--- config.mk ---
export PLATFORM = sky130hd
export DESIGN_NAME = seq_div
export DESIGN_NICKNAME = d
export VERILOG_FILES = /design/src/rtl/seq_div.sv
export SDC_FILE = /design/constraint.sdc
export NUM_CORES = 1
export LEC_CHECK = 0
export CORE_AREA = 2 2 110 219
export CTS_CLUSTER_SIZE = 30
export DETAILED_ROUTE_END_ITERATION = 8
export DIE_AREA = 0 0 112 221
export PLACE_DENSITY = 0.78
export SLEW_MARGIN = 20
export SYNTH_ARGS = -nofsm -noshare
export SYNTH_HDL_FRONTEND = slang
export SYNTH_SLANG_ARGS = --single-unit
--- constraint.sdc ---
create_clock -name clk -period 5.6 [get_ports clk]
set_input_delay 1.12 -clock clk [delete_from_list [all_inputs] [get_ports clk]]
set_output_delay 1.12 -clock clk [all_outputs]
set_load 0.03 [all_outputs]
--- src/rtl/seq_div.sv ---
// Multi-cycle restoring divider, signed or unsigned, one quotient bit per clock.
// Result is packed as {remainder, quotient} and held until the next completion.
module seq_div #(
    parameter int WIDTH = 32
) (
    input  logic                 clk,
    input  logic                 clr,
    input  logic                 start,
    input  logic                 signed_op,
    input  logic [WIDTH-1:0]     dividend,
    input  logic [WIDTH-1:0]     divisor,
    output logic                 busy,
    output logic                 done,
    output logic                 div_by_zero,
    output logic [2*WIDTH-1:0]   Z
);

    localparam int CW = $clog2(WIDTH + 1);

    typedef enum logic [1:0] {
        IDLE = 2'd0,
        RUN  = 2'd1,
        FIX  = 2'd2,
        DONE = 2'd3
    } state_t;

    state_t state_reg, state_next;

    logic [WIDTH:0]       a_reg;
    logic [WIDTH-1:0]     q_reg;
    logic [WIDTH-1:0]     d_reg;
    logic                 sign_q_reg;
    logic                 sign_r_reg;
    logic [CW-1:0]        cnt_reg;
    logic                 dbz_reg;
    logic [2*WIDTH-1:0]   z_reg;

    logic                 accept;
    logic                 divisor_zero;
    logic                 dvd_neg;
    logic                 dvs_neg;
    logic [WIDTH-1:0]     dvd_mag;
    logic [WIDTH-1:0]     dvs_mag;
    logic [WIDTH+1:0]     a_shift;
    logic [WIDTH+1:0]     trial;
    logic [WIDTH-1:0]     q_fix;
    logic [WIDTH-1:0]     r_fix;

    assign accept       = start && ((state_reg == IDLE) || (state_reg == DONE));
    assign divisor_zero = (divisor == '0);
    assign dvd_neg      = signed_op & dividend[WIDTH-1];
    assign dvs_neg      = signed_op & divisor[WIDTH-1];
    assign dvd_mag      = dvd_neg ? (~dividend + 1'b1) : dividend;
    assign dvs_mag      = dvs_neg ? (~divisor + 1'b1) : divisor;

    // One restoring step: shift {A,Q} left, trial-subtract; the top bit of
    // trial is the borrow, set exactly when the subtraction went negative.
    assign a_shift = {a_reg, q_reg[WIDTH-1]};
    assign trial   = a_shift - {2'b00, d_reg};

    assign q_fix = sign_q_reg ? (~q_reg + 1'b1) : q_reg;
    assign r_fix = sign_r_reg ? (~a_reg[WIDTH-1:0] + 1'b1) : a_reg[WIDTH-1:0];

    // State register
    always_ff @(posedge clk or posedge clr) begin
        if (clr) begin
            state_reg <= IDLE;
        end else begin
            state_reg <= state_next;
        end
    end

    // Next-state logic
    always_comb begin
        state_next = state_reg;
        case (state_reg)
            IDLE, DONE: begin
                if (accept) begin
                    state_next = divisor_zero ? DONE : RUN;
                end else begin
                    state_next = IDLE;
                end
            end
            RUN: begin
                if (cnt_reg == '0) begin
                    state_next = FIX;
                end
            end
            FIX: begin
                state_next = DONE;
            end
            default: begin
                state_next = IDLE;
            end
        endcase
    end

    // Output logic
    always_comb begin
        busy = 1'b0;
        done = 1'b0;
        case (state_reg)
            RUN, FIX: busy = 1'b1;
            DONE:     done = 1'b1;
            default: begin
                busy = 1'b0;
                done = 1'b0;
            end
        endcase
    end

    // Datapath: operand capture, iteration, sign fix-up and result register
    always_ff @(posedge clk or posedge clr) begin
        if (clr) begin
            a_reg      <= '0;
            q_reg      <= '0;
            d_reg      <= '0;
            sign_q_reg <= 1'b0;
            sign_r_reg <= 1'b0;
            cnt_reg    <= '0;
            dbz_reg    <= 1'b0;
            z_reg      <= '0;
        end else begin
            if (accept) begin
                if (divisor_zero) begin
                    z_reg   <= {dividend, {WIDTH{1'b1}}};
                    dbz_reg <= 1'b1;
                end else begin
                    a_reg      <= '0;
                    q_reg      <= dvd_mag;
                    d_reg      <= dvs_mag;
                    sign_q_reg <= dvd_neg ^ dvs_neg;
                    sign_r_reg <= dvd_neg;
                    cnt_reg    <= CW'(WIDTH - 1);
                    dbz_reg    <= 1'b0;
                end
            end else if (state_reg == RUN) begin
                if (trial[WIDTH+1]) begin
                    a_reg <= a_shift[WIDTH:0];
                    q_reg <= {q_reg[WIDTH-2:0], 1'b0};
                end else begin
                    a_reg <= trial[WIDTH:0];
                    q_reg <= {q_reg[WIDTH-2:0], 1'b1};
                end
                if (cnt_reg != '0) begin
                    cnt_reg <= cnt_reg - 1'b1;
                end
            end else if (state_reg == FIX) begin
                z_reg <= {r_fix, q_fix};
            end
        end
    end

    assign Z           = z_reg;
    assign div_by_zero = dbz_reg;

endmodule

# Word-level counts from Yosys, hierarchy flattened

Cells that the tools add are included.

Add/sub/neg operators: 6
Equality and inequality tests: 7
Multiplexer cells: 27
Bitwise logic cells: 8
Reductions and logical operators: 15

Operator list:

| kind                                                                     | number |
|---|---|
| 64-bit two-way mux                                                       | 4 |
| 32-bit two-way mux                                                       | 7 |
| 33-bit two-way mux                                                       | 4 |
| 32-bit by 1-bit adder with 32-bit output (second input constant)         | 4 |
| 32-bit NOT                                                               | 4 |
| 34-bit by 32-bit subtractor with 34-bit output                           | 1 |
| 32-bit logical NOT                                                       | 1 |
| 6-bit two-way mux                                                        | 4 |
| 6-bit logical NOT                                                        | 1 |
| 2-bit two-way mux                                                        | 3 |
| 2-bit inequality test (second input constant)                            | 3 |
| 2-bit case mux with 3 select lines                                       | 1 |
| 3-bit AND reduction                                                      | 2 |
| 2-bit nonzero test                                                       | 3 |
| 6-bit nonzero test                                                       | 1 |
| 6-bit by 1-bit subtractor with 6-bit output (second input constant)      | 1 |
| 2-bit equality test (second input constant)                              | 2 |
| 1-bit two-way mux                                                        | 4 |
| 2-bit AND reduction                                                      | 2 |
| 2-bit OR reduction                                                       | 2 |
| 1-bit bitwise AND                                                        | 2 |
| 2-bit by 1-bit equality test with 1-bit output (second input constant)   | 1 |
| 2-bit logical NOT                                                        | 1 |
| 2-bit by 1-bit inequality test with 1-bit output (second input constant) | 1 |
| 4 further kinds                                                          | 4 |

Register bits after elaboration: 172
Bits of input ports: 68
Output and inout port bits: 67
Word-level logic and storage cells: 72

# Depth between registers and ports, before layout

Gate-level depths: netlist of the first run.

Depth in word-level cells: 6
Mapped depth: 13

# Worst setup path after synthesis of the first run

Ideal clock, no wire load.

Kind: input-to-reg
From: input divisor[18]
To: register z_reg[16] (netlist: Z[16])
Setup time: 0.141 ns
Arrival time: 3.339 ns
Required time: 5.459 ns
Path slack: 2.120 ns
Cell stages on the path: 10
Path through: or3_1 > or4_1 > nor4_2 > nand3_1 > nor3_4 > or2_1 > buf_2 > buf_4 > buf_4 > a31oi_1

Cells in the longest elaborated chain, start to end: 3

Ends and longest elaborated chain:

| element                                                    | line | source |
|---|---|---|
| start, declared                                            | 11   | `input logic [WIDTH-1:0] divisor,` |
| 32-bit logical NOT                                         | 50   | `assign divisor_zero = (divisor == '0);` |
| 2-bit by 1-bit inequality test with 1-bit output (no line) | -    |  |
| 3-bit AND reduction (no line)                              | -    |  |
| end signal, assigned                                       | 126  | `z_reg <= {dividend, {WIDTH{1'b1}}};` |
| end signal, assigned                                       | 149  | `z_reg <= {r_fix, q_fix};` |
| end, declared                                              | 36   | `logic [2*WIDTH-1:0] z_reg;` |

No other way between the ends.
A chain may end at the register's enable or synchronous reset.

# Worst setup path in the final report of the first run

From: input divisor[19]
To: register q_reg[26]

Cells in the longest elaborated chain, start to end: 3

Ends and longest elaborated chain:

| element                         | line | source |
|---|---|---|
| 32-bit logical NOT              | 50   |  |
| 2-bit inequality test (no line) | -    |  |
| 2-bit AND reduction (no line)   | -    |  |
| end signal, assigned            | 130  | `q_reg <= dvd_mag;` |
| end signal, assigned            | 140  | `q_reg <= {q_reg[WIDTH-2:0], 1'b0};` |
| end signal, assigned            | 143  | `q_reg <= {q_reg[WIDTH-2:0], 1'b1};` |
| end, declared                   | 30   | `logic [WIDTH-1:0] q_reg;` |

No other way between the ends.

==> summary.md, run 1 <==
| Metric | Value |
|---|---|
| Run status | `finished, final reports clean` |
| Type of the worst min-delay path | `register to register` |
| YS warnings | `0` |
| Placed cells | `1790` |
| CTS tree | `done` |
| Total Nets Final | `roughly 1.6k` |
| Count of pins over their slew limit | `0` |
| Number of diodes | `0` |
| Type of origin of the critical path | `input port` |
| Pre-CTS setup slack | `between 0.8 and 0.9 ns` |
| Headroom to the max-slew limit | `between 30% and 40%` |
| Largest net degree at the start of global routing | `173` |
| Core area | `roughly 23000 µm²` |
| Dominant cells by area after synthesis | `sky130_fd_sc_hd__dfrtp_1, sky130_fd_sc_hd__o21ai_0, sky130_fd_sc_hd__xor2_1` |
| M2 GR Usage | `49.3%` |
| Overall die width | `112 µm` |
| Final worst path period share | `around three quarters` |
| Post-cts sizing count | `0` |
| Max IR drop VDD | `0.433 mV` |
| CTS clk-pin slew, worst paths | `0.07 ns` |
| Max-Cap Viols | `0` |
| Source-to-sink clock delay at the later pin of the worst-skew pair | `0.45 ns` |
| Area added between synthesis and finish | `18.4%` |
| Final setup violation count | `0` |
| Number of flip-flops under the largest register name | `64` |
| Crit-path max FO | `42` |
| Sink count of the clock tree | `approximately 170` |
| Global routing usage on met3 | `3.29%` |
| Area fraction of the dominant cell type after synthesis | `a little over a third` |
| Initial DRC count | `629` |
| Drc violations | `0` |
| Clock Root Buffer | `sky130_fd_sc_hd__clkbuf_16` |
| Crit path kind | `input port to register` |
| Global-route layer with the greatest usage | `met2` |
| Standby leakage power | `5.92 nW` |
| Total via count after detailed routing | `10.8k` |
| Met1 Usage GRT | `27.1%` |
| Worst Path Required | `about 5.9 ns` |
| Count of hold-fix buffers inserted at cts | `0` |
| Fraction of final layout cells sized beyond drive strength 1 | `4.74%` |
| WL/cell | `17.7 µm` |
| Per-instance average area after synthesis | `about 8.2 µm²` |
| Tot GR Track Use | `26.0%` |
| Total power divided by cell area | `578 nW/µm²` |
| Post-synthesis net count | `1547` |
| Number of global-route vias before repair | `approximately 11k` |
| Distinct cell type count of the synthesized netlist | `71` |
| Final core utilization | `60.5%` |
| Final setup TNS | `0 ns` |
| Starting Density | `51.1%` |
| Setup fix buffers added after clock tree synthesis | `0` |
| Unrepaired setup endpoints after global routing | `no` |
| Count of TritonRoute iterations in the first routing pass | `5` |
| Dominant register cell in the synthesized netlist | `sky130_fd_sc_hd__dfrtp_1` |
| Final number of hold-violating endpoints | `0` |
| Total die area | `24800 µm²` |
| Placer's final routability congestion estimate | `0.949` |
| Post-synth top area cell | `sky130_fd_sc_hd__dfrtp_1` |
| Arr. time, crit path | `4.60 ns` |
| Count of placed standard cells in the final layout, fillers left out | `1823` |
| Placed cell area | `13400 µm²` |
| Number of storage elements in the synthesis netlist | `172` |
| Final Routed Wirelength | `32.2 mm` |
| Count of nets left with antenna violations after detail routing | `0` |
| Shortest clock period the worst path allows after layout | `~4.3 ns` |
| Syn Inst Count | `1437` |
| Antenna violations before repair | `0` |
| Synthesized area | `11800 µm²` |
| Ratio of routed vias to standard cells | `5.92` |
| Max Clock Skew | `between 0.006 and 0.007 ns` |
| CTS Buffer Depth | `2` |
| Sequential element share of the synthesized area | `about 36%` |
| Post-layout worst setup margin | `about 1.3 ns` |
| I/O pin cnt | `135` |
| Wire length of the first global-routing pass | `52.1 mm` |
| Fmax | `between 200 and 250 MHz` |
| FP Rows | `79` |
| Estimated wirelength of the detail-placed design | `24.6 mm` |
| Die H | `221 µm` |
| Count of flip-flops with a built-in enable after synthesis | `0` |
| Area of all placed cells without fillers | `14000 µm²` |
| Port Buffer Count | `between 100 and 150` |
| CP Capture Type | `register` |
| Total CTS buffers | `17` |
| Slew at the pin with the worst max-slew slack | `1.01 ns` |
| Overflow after GRT | `0` |
| Share of synthesized flip-flops with an asynchronous set or reset | `100%` |
| H-tree lvl count | `4` |
[cell families after synthesis]
kind of cell / synth area share [%]
simple gates: 19.1
compound gates: 22.7
flops: 36.4
xor+xnor: 10.7
buf+inv: 4.46
fa+ha+maj: 4.51
mux: 2.23
[cell type report]
cell class / instances / area [µm²]
clock inverters: 13 / 166
inverters: 57 / 218
clock buffers: 19 / 453
repair buffers: 147 / 1480
well taps: 283 / 354
multi-input cells: 1132 / 7020
fillers: 2056 / 9130
flip-flops and latches: 172 / 4300
[cell usage after synthesis, types with 22 or more instances]
cell / count
sky130_fd_sc_hd__a21oi_1: 125
sky130_fd_sc_hd__a31oi_1: 25
sky130_fd_sc_hd__clkbuf_1: 54
sky130_fd_sc_hd__dfrtp_1: 172
sky130_fd_sc_hd__ha_1: 41
sky130_fd_sc_hd__inv_1: 57
sky130_fd_sc_hd__mux2i_1: 23
sky130_fd_sc_hd__nand2_1: 179
sky130_fd_sc_hd__nand3_1: 22
sky130_fd_sc_hd__nor2_1: 126
sky130_fd_sc_hd__nor3_1: 25
sky130_fd_sc_hd__o21ai_0: 158
sky130_fd_sc_hd__o31ai_1: 38
sky130_fd_sc_hd__or3_1: 25
sky130_fd_sc_hd__xnor2_1: 55
sky130_fd_sc_hd__xor2_1: 89
[routing by layer]
| metal | wire length, µm | vias to the layer above |
|---|---|---|
| li1 | - | 5285 |
| met1 | 11600 | 5079 |
| met2 | 17700 | 317 |
| met3 | 1130 | 109 |
| met4 | 1750 | 0 |
| met5 | 0 | - |
[path summary, 6_finish.rpt]
path | endpoint | slack (ns) | from | cells past startpoint
setup / recovery | q_reg[26] | 1.30 | divisor[19] | 8
hold / removal | Z[52] | 0.48 | Z[52] | 1
setup reg to reg | q_reg[0] | 1.48 | q_reg[31] | 10
hold reg to reg | Z[52] | 0.48 | Z[52] | 1
max in group asynchronous | a_reg[24] | 3.58 | clr | 3
min in group asynchronous | Z[1] | 1.19 | clr | 3
[report_power, final]
group | total (mW) | internal (mW) | switching [mW]
sequential | 2.18 | 1.73 | 0.448
clock | 1.24 | 0.727 | 0.512
combinational | 4.68 | 1.78 | 2.89
total | 8.10 | 4.24 | 3.85
[layout by cell type, fill, tap and decap left out, drive strengths merged, types with 41 or more instances in the layout]
master	netlist	layout
a21oi	125	125
clkdlybuf4s50	0	134
dfrtp	172	172
ha	41	41
inv	57	57
nand2	179	179
nor2	127	127
o21ai	165	165
xnor2	55	55
xor2	89	89
[critical path: stages]
cell and delay (ns):
sky130_fd_sc_hd__clkdlybuf4s50_1 0.46, sky130_fd_sc_hd__or3_1 0.41, sky130_fd_sc_hd__or4_1 0.49, sky130_fd_sc_hd__nor4_2 0.49, sky130_fd_sc_hd__a31oi_4 0.48, sky130_fd_sc_hd__nor2_4 0.55, sky130_fd_sc_hd__buf_4 0.40, sky130_fd_sc_hd__o21ai_0 0.19
[through the flow]
stage          power (mW)  hold WS (ns)
2_1_floorplan        5.41         0.450
3_3_place_gp         6.70         0.459
3_5_place_dp         6.83         0.466
4_1_cts              8.09         0.481
5_1_grt              8.71         0.504
6_report             8.10         0.476
No activity file was read; power rests on OpenSTA's default activity.
==> inputs of run 2 (changes only) <==
- clock period: 5.6 -> 3.69 ns (I/O delays scaled with it)
==> run 2 against run 1 <==
Sequential power increased by 52%. Combinational power increased by 57%. Non-clock buffer count increased by 50. Sequential cell count unchanged. Largest power group unchanged. Highest routed layer unchanged.
==> summary.md, run 2 (synthesis results as in run 1) <==
| Metric | Value |
|---|---|
| H-tree lvl count | `4` |
| FP Rows | `79` |
| Worst Reg-to-Reg Cells | `10` |
| Type of origin of the critical path | `register` |
| Design Power | `12.6 mW` |
| Number of diodes | `0` |
| Initial DRC count | `roughly 780` |
| Number of flip-flops under the largest register name | `64` |
| Sink count of the clock tree | `172` |
| CTS clk-pin slew, worst paths | `around 0.06 ns` |
| Pre-CTS setup slack | `-0.0349 ns` |
| Arr. time, crit path | `3.80 ns` |
| Type of the worst min-delay path | `register to register` |
| Total die area | `24800 µm²` |
| Slew at the pin with the worst max-slew slack | `around 0.96 ns` |
| Count of placed standard cells in the final layout, fillers left out | `1872` |
| Worst Path Required | `4.02 ns` |
| Placer's final routability congestion estimate | `0.954` |
| Area added between synthesis and finish | `22.1%` |
| Port Buffer Count | `about 130` |
| Worst hold-check slack | `~0.48 ns` |
| Area of all placed cells without fillers | `14400 µm²` |
| Fraction of final layout cells sized beyond drive strength 1 | `7.36%` |
| Max-Cap Viols | `0` |
| Placed cell area | `~14000 µm²` |
| Clock Root Buffer | `sky130_fd_sc_hd__clkbuf_16` |
| Count of TritonRoute iterations in the first routing pass | `5` |
| Largest net degree at the start of global routing | `76` |
| CTS tree | `done` |
| Final core utilization | `62.4%` |
| Standby leakage power | `6.19 nW` |
| Area of the multi-input gates | `7020 µm²` |
| I/O pin cnt | `around 140` |
| Total Nets Final | `1687` |
| Final setup violation count | `0` |
| Final number of hold-violating endpoints | `0` |
| Count of nets left with antenna violations after detail routing | `0` |
| Sequential cell area in the final layout | `4300 µm²` |
| Number of inserted filler cells in the final layout | `2041` |
| Max Clock Skew | `0.00687 ns` |
| Core area | `between 20000 and 25000 µm²` |
| Die H | `221 µm` |
| Run status | `finished, final reports clean` |
| Crit-path max FO | `11` |
| Highest-count cells in the layout ignoring fill and taps | `sky130_fd_sc_hd__nand2_1, sky130_fd_sc_hd__dfrtp_1, sky130_fd_sc_hd__o21ai_0` |
| Placed cells | `1841` |
| Overflow after GRT | `0` |
| Fmax | `around 290 MHz` |
| WL/cell | `17.4 µm` |
| Overall die width | `112 µm` |
| Most common cell after layout, fill and taps aside | `sky130_fd_sc_hd__nand2_1` |
| Number of global-route vias before repair | `between 10k and 15k` |
| Total power divided by cell area | `875 nW/µm²` |
| Count of cells along the worst hold path | `2` |
| Estimated wirelength of the detail-placed design | `25.7 mm` |
| Total CTS buffers | `17` |
| Starting Density | `51.1%` |
| Final worst path period share | `94.2%` |
| Shortest clock period the worst path allows after layout | `3.48 ns` |
| Wire length of the first global-routing pass | `~54 mm` |
| Final Routed Wirelength | `32.6 mm` |
| Count of pins over their slew limit | `0` |
| Unrepaired setup endpoints after global routing | `no` |
| Headroom to the max-slew limit | `36.2%` |
| Post-cts sizing count | `0` |
| Max IR drop VDD | `roughly 0.6 mV` |
| CP Capture Type | `register` |
| Setup fix buffers added after clock tree synthesis | `0` |
| Source-to-sink clock delay at the later pin of the worst-skew pair | `0.45 ns` |
| Crit path kind | `register to register` |
| Ratio of routed vias to standard cells | `~5.9` |
| Count of hold-fix buffers inserted at cts | `0` |
| Post-layout worst setup margin | `0.214 ns` |
| CTS Buffer Depth | `2` |
| Drc violations | `0` |
| Antenna violations before repair | `0` |
| Final setup TNS | `0 ns` |
| Total via count after detailed routing | `11.0k` |
| Tot GR Track Use | `26.8%` |
[run 2: cell types whose count changed in the layout (fill, tap and decap cells not counted), sizes merged]
cell,delta
buf,+50
clkbuf,+4
clkinv,-3
clkinvlp,-3
bufinv,+2
inv,-1
[run 2: final timing paths]
kind	startpoint	end	slack, ns
min reg2reg	d_reg[27]	d_reg[27]	0.48
max in group asynchronous	clr	a_reg[13]	2.17
max reg2reg	a_reg[26]	a_reg[26]	0.21
min	d_reg[27]	d_reg[27]	0.48
max	a_reg[26]	a_reg[26]	0.21
min in group asynchronous	clr	Z[2]	0.74
[run 2: area by class of cell]
class                      count  area share [%]
sequential                   172            29.8
inverter                      57            1.51
tap                          283            2.45
timing repair buffer         197            13.3
clock buffer                  23            3.17
clock inverter                 8            1.14
multi-input combinational   1132            48.7
[run 2: power by group]
part / switching, mW / leakage, nW / internal (mW)
sequential: 0.684 / 2.16 / 2.63
clock: 0.742 / 0.305 / 1.21
combinational: 4.42 / 3.72 / 2.94
[run 2: critical path, cell delays in order (launching register included)]
cell and delay [ns]:
sky130_fd_sc_hd__dfrtp_1 0.46, sky130_fd_sc_hd__ha_1 0.52, sky130_fd_sc_hd__nand4_1 0.23, sky130_fd_sc_hd__nor2_1 0.27
sky130_fd_sc_hd__o21ai_0 0.17, sky130_fd_sc_hd__nand2_1 0.16, sky130_fd_sc_hd__mux2_2 0.36, sky130_fd_sc_hd__or3_1 0.61
sky130_fd_sc_hd__buf_4 0.28, sky130_fd_sc_hd__a32oi_1 0.19, sky130_fd_sc_hd__o21ai_0 0.10
[run 2: routing by layer]
metal  global-route usage, %  wire length [µm]
met1                    27.3             11600
met2                    51.7             18200
met3                    3.73              1150
met4                    14.0              1640
met5                       0                 0
